**config.mk**
```make
export PLATFORM = sky130hd
export DESIGN_NAME = lif_neuron_array
export DESIGN_NICKNAME = d
export VERILOG_FILES = /design/src/rtl/lif_neuron_array.sv
export SDC_FILE = /design/constraint.sdc
export NUM_CORES = 1
export LEC_CHECK = 0
export CORE_UTILIZATION = 45
export CTS_BUF_LIST = sky130_fd_sc_hd__clkbuf_8
export CTS_CLUSTER_SIZE = 14
export DETAILED_ROUTE_END_ITERATION = 16
export PLACE_DENSITY = 0.66
export SETUP_SLACK_MARGIN = 0.05
export SYNTH_ARGS = -nofsm -noshare
export SYNTH_HDL_FRONTEND = slang
export SYNTH_SLANG_ARGS = --single-unit
```
**constraint.sdc**
```tcl
create_clock -name clk -period 5.3 [get_ports clk]
set_clock_uncertainty 0.05 [all_clocks]
set_input_delay 0.795 -clock clk [delete_from_list [all_inputs] [get_ports clk]]
set_output_delay 0.795 -clock clk [all_outputs]
set_load 0.005 [all_outputs]
```
**src/rtl/lif_neuron_array.sv**
```systemverilog
// Array of integrate-and-fire neurons with a shared runtime threshold, reset mode and refractory period.
// Optional leak term is compiled in when LIF_LEAK_EN is defined.
module lif_neuron_array #(
  parameter int N_NEURONS = 4,
  parameter int WIDTH     = 8,
  parameter int REFRAC    = 2,
  parameter int THR_RESET = 230
) (
  input  logic                       clk,
  input  logic                       rst_n,
  input  logic                       step_en,
  input  logic [N_NEURONS*WIDTH-1:0] current,
  input  logic                       cfg_we,
  input  logic [WIDTH-1:0]           cfg_thr,
  input  logic                       cfg_mode,
  input  logic [2:0]                 cfg_leak,
  output logic [N_NEURONS-1:0]       spike,
  output logic                       spike_any,
  output logic [N_NEURONS*WIDTH-1:0] state
);

  localparam int RW = (REFRAC > 0) ? $clog2(REFRAC + 1) : 1;

  logic [WIDTH-1:0]     thr_reg;
  logic                 mode_reg;
  logic [N_NEURONS-1:0] spike_next;
  logic [N_NEURONS-1:0] spike_reg;
  logic                 spike_any_reg;

`ifdef LIF_LEAK_EN
  logic [2:0] leak_reg;
`else
  logic unused_leak;
  assign unused_leak = ^cfg_leak;
`endif

  // Config registered at the edge; a step in the same cycle still sees the old values.
  always_ff @(posedge clk or negedge rst_n) begin
    if (!rst_n) begin
      thr_reg  <= WIDTH'(THR_RESET);
      mode_reg <= 1'b0;
`ifdef LIF_LEAK_EN
      leak_reg <= 3'd0;
`endif
    end else if (cfg_we) begin
      thr_reg  <= cfg_thr;
      mode_reg <= cfg_mode;
`ifdef LIF_LEAK_EN
      leak_reg <= cfg_leak;
`endif
    end
  end

  for (genvar gi = 0; gi < N_NEURONS; gi++) begin : g_ch
    logic [WIDTH-1:0] u_reg, u_next;
    logic [RW-1:0]    ref_reg, ref_next;
    logic [WIDTH-1:0] leaked;
    logic [WIDTH-1:0] cur;
    logic [WIDTH:0]   sum_wide;
    logic [WIDTH-1:0] sum_sat;
    logic             fire;

    assign cur = current[gi*WIDTH +: WIDTH];

`ifdef LIF_LEAK_EN
    // Shift of zero removes the whole potential, i.e. full leak.
    assign leaked = u_reg - (u_reg >> leak_reg);
`else
    assign leaked = u_reg;
`endif

    assign sum_wide = {1'b0, leaked} + {1'b0, cur};
    assign sum_sat  = sum_wide[WIDTH] ? {WIDTH{1'b1}} : sum_wide[WIDTH-1:0];

    always_comb begin
      u_next   = u_reg;
      ref_next = ref_reg;
      fire     = 1'b0;
      if (step_en) begin
        if (ref_reg != '0) begin
          ref_next = ref_reg - RW'(1);
        end else if (sum_sat >= thr_reg) begin
          fire     = 1'b1;
          ref_next = RW'(REFRAC);
          u_next   = mode_reg ? (sum_sat - thr_reg) : '0;
        end else begin
          u_next = sum_sat;
        end
      end
    end

    always_ff @(posedge clk or negedge rst_n) begin
      if (!rst_n) begin
        u_reg   <= '0;
        ref_reg <= '0;
      end else begin
        u_reg   <= u_next;
        ref_reg <= ref_next;
      end
    end

    assign spike_next[gi]             = fire;
    assign state[gi*WIDTH +: WIDTH] = u_reg;
  end

  // fire is already zero when step_en is low, so spikes clear on idle cycles.
  always_ff @(posedge clk or negedge rst_n) begin
    if (!rst_n) begin
      spike_reg     <= '0;
      spike_any_reg <= 1'b0;
    end else begin
      spike_reg     <= spike_next;
      spike_any_reg <= |spike_next;
    end
  end

  assign spike     = spike_reg;
  assign spike_any = spike_any_reg;

endmodule

```
==> out/metrics.cfg <==
[drt]
ant_nets=0
vias_per_cell=5.69
routed_wl_mm=13.3
drtIter0Drc=213
drt_first_pass_iters=6
drc=0
wl_per_cell_um=15.7
vias=4806

[placement]
gp_congestion=0.844
portBuffers=81
dp_hpwl_mm=10.2

[clock_network]
clk_pin_slew_ns=0.10
cts.sink_count=54
clk_root_buffer_cell=clkbuf_8
cts.htree.levels=2
cts_tree=yes
cts_resized=0
numCtsBuffers=5
clockBufferDepth=2
clk_latency_ns=0.32
post-cts-setup-buffer-count=0
cts_hold_buffers=0

[die]
die_h_um=111
dieArea_sq_mm=0.0123
ioPinCount=85
rows=39
design.core.area_sq_mm=0.0115
chipWidth_um=111
start_util_pct=46.5

[synthesis]
yosysSeqAreaShare_pct=25.5
synth-edff-count=0
yosys.area.top_type_share_pct=23.0
avgSynthCellArea_sq_um=8.62
synth_cells=618
ys_warn_count=0
yosys-top-cells-count=ha_1, nand2_1, dfrtp_1, o21ai_0, a21oi_1
synth_area_sq_mm=0.00533
synth_cell_types=64
syn_nets=746
ys_top_cells_by_area=dfrtp_1, ha_1, o21ai_0
synth.largest_area_cell=dfrtp_1
ys_seq_elements=54
synth_ff_type=dfrtp_1
synth_most_common_cell=ha_1
async_flop_share_pct=100

[power_and_ir_drop]
vdd_drop_max_v=0.000336
pwr-share-clk_pct=6.4
p_sw_w=0.00219
p_seq_share_pct=15.7
power_density_mw_per_mm2=713
p_int_w=0.00240
combPwrFrac_pct=77.9
switching_share_pct=47.8
leakage_nw=2.83

[sta]
setup_viol=0
hold_violations=0
fmax_mhz=210
rsz0062_at_grt=false
period_needed_ns=4.76
slew_headroom_pct=53.6
hold_slack_ns=0.467
fin_setup_tns_ns=0
finalCritPeriodShare_pct=89.8
worst_pin_slew_ns=0.696
slew_violations=0

[final_layout]
largest_reg_flops=32
antenna_cells=0
drive_gt1_share_pct=6.55
nets=829
area_growth_pct=20.7
nFillCells=1109

[critical_path]
cp-end-kind=flop
criticalPathCategory=in2reg
cp_max_fo=3
cp_data_arrival_time_ns=4.93
worstPathRequired_ns=5.47
cp-start-kind=input pin

[run_status]
status=complete, no violations

[grt]
antenna_found_initial=0
overflow=0
grt_pass1_vias=4820
grt_max_degree=55
track_usage_pct=22.4
grt_pass1_wl_mm=22.7

[worst_hold_path]
hold_class=reg2reg

[flow_run]
cap_violations=0

==> critical path: stages <==
cell and delay [ns]:
clkdlybuf4s50_1 0.41, ha_1 0.23, fa_1 0.41, a21o_1 0.24
a221oi_2 0.34, o21a_1 0.21, nor2b_1 0.18, ha_1 0.19
inv_1 0.06, fa_1 0.41, a211oi_1 0.25, nor2_1 0.12
o31ai_4 0.25, a21oi_1 0.13, o21ai_0 0.31, mux2_2 0.38
==> power by group through the flow <==
stage / Combinational, W / Clock (W) / Sequential (W)
floorplan: 0.00262 / 0 / 0.000716
global placement: 0.00346 / 0 / 0.000729
detailed placement: 0.00354 / 0 / 0.000734
CTS: 0.00357 / 0.000304 / 0.000726
global route: 0.00404 / 0.000315 / 0.000748
finish: 0.00358 / 0.000292 / 0.000722
==> kinds of logic (layout without fill, tap and decap cells) <==
family / after synthesis / in the layout / share of synthesized area [%]
mux: 16 / 16 / 3.22
compound gates: 202 / 202 / 25.7
simple gates: 195 / 195 / 18.3
xor+xnor: 25 / 25 / 4.11
buf+inv: 46 / 130 / 3.31
flops: 54 / 54 / 25.5
fa+ha+maj: 80 / 80 / 19.9
==> worst paths after layout <==
path                               startpoint            endpoint  slack [ns]  depth (start not counted)
setup / recovery                  current[24]  g_ch[3].ref_reg[0]        0.54                         16
hold / removal             g_ch[3].ref_reg[0]  g_ch[3].ref_reg[0]        0.47                          1
setup reg to reg            g_ch[3].leaked[0]  g_ch[3].ref_reg[0]        1.02                         15
hold reg to reg            g_ch[3].ref_reg[0]  g_ch[3].ref_reg[0]        0.47                          1
max in group asynchronous               rst_n   g_ch[2].leaked[1]        4.20                          2
min in group asynchronous               rst_n  g_ch[3].ref_reg[1]        0.55                          2
==> per-stage QoR <==
stage,area (sq um),total power [W],std cells,util (%),worst slack (ns)
2_1_floorplan,5330,0.00333,618,-,0.940
3_3_place_gp,6330,0.00419,837,55.2,0.282
3_5_place_dp,6330,0.00427,837,55.2,0.204
4_1_cts,6430,0.00460,845,56.1,0.544
5_1_grt,6430,0.00510,845,56.1,0.230
6_report,6430,0.00459,845,56.1,0.540
==> per-layer routing <==
layer | vias to the layer above | part of all wire, % | global-route usage [%] | routed length [um]
met4 | 0 | 0.88 | 3.91 | 116
li1 | 2448 | - | - | -
met1 | 2241 | 47 | 30.0 | 6170
met5 | - | 0 | 0 | 0
met2 | 106 | 48 | 38.1 | 6330
met3 | 11 | 4.8 | 4.05 | 637
==> cell usage in the layout (no fill, tap or decap), types with 10 or more instances in the layout <==
cell	n
ha_1	72
nand2_1	60
dfrtp_1	49
o21a_1	16
a21oi_1	40
nand2b_1	18
clkdlybuf4s50_1	80
nor2_1	38
o21ai_0	47
nand3_1	15
nor3_1	11
xor2_1	12
inv_1	31
a21o_1	16
xnor2_1	13
o211ai_1	10
a31oi_1	12
==> cell type report <==
cell class | instances | area (sq um) | area share, %
clock buffers | 5 | 68.8 | 1.07
clock inverters | 3 | 40.0 | 0.622
inverters | 32 | 120 | 1.87
multi-input cells | 518 | 3800 | 59.0
flip-flops and latches | 54 | 1360 | 21.1
well taps | 143 | 179 | 2.78
repair buffers | 90 | 873 | 13.6
(Power assumes the default switching activity.)
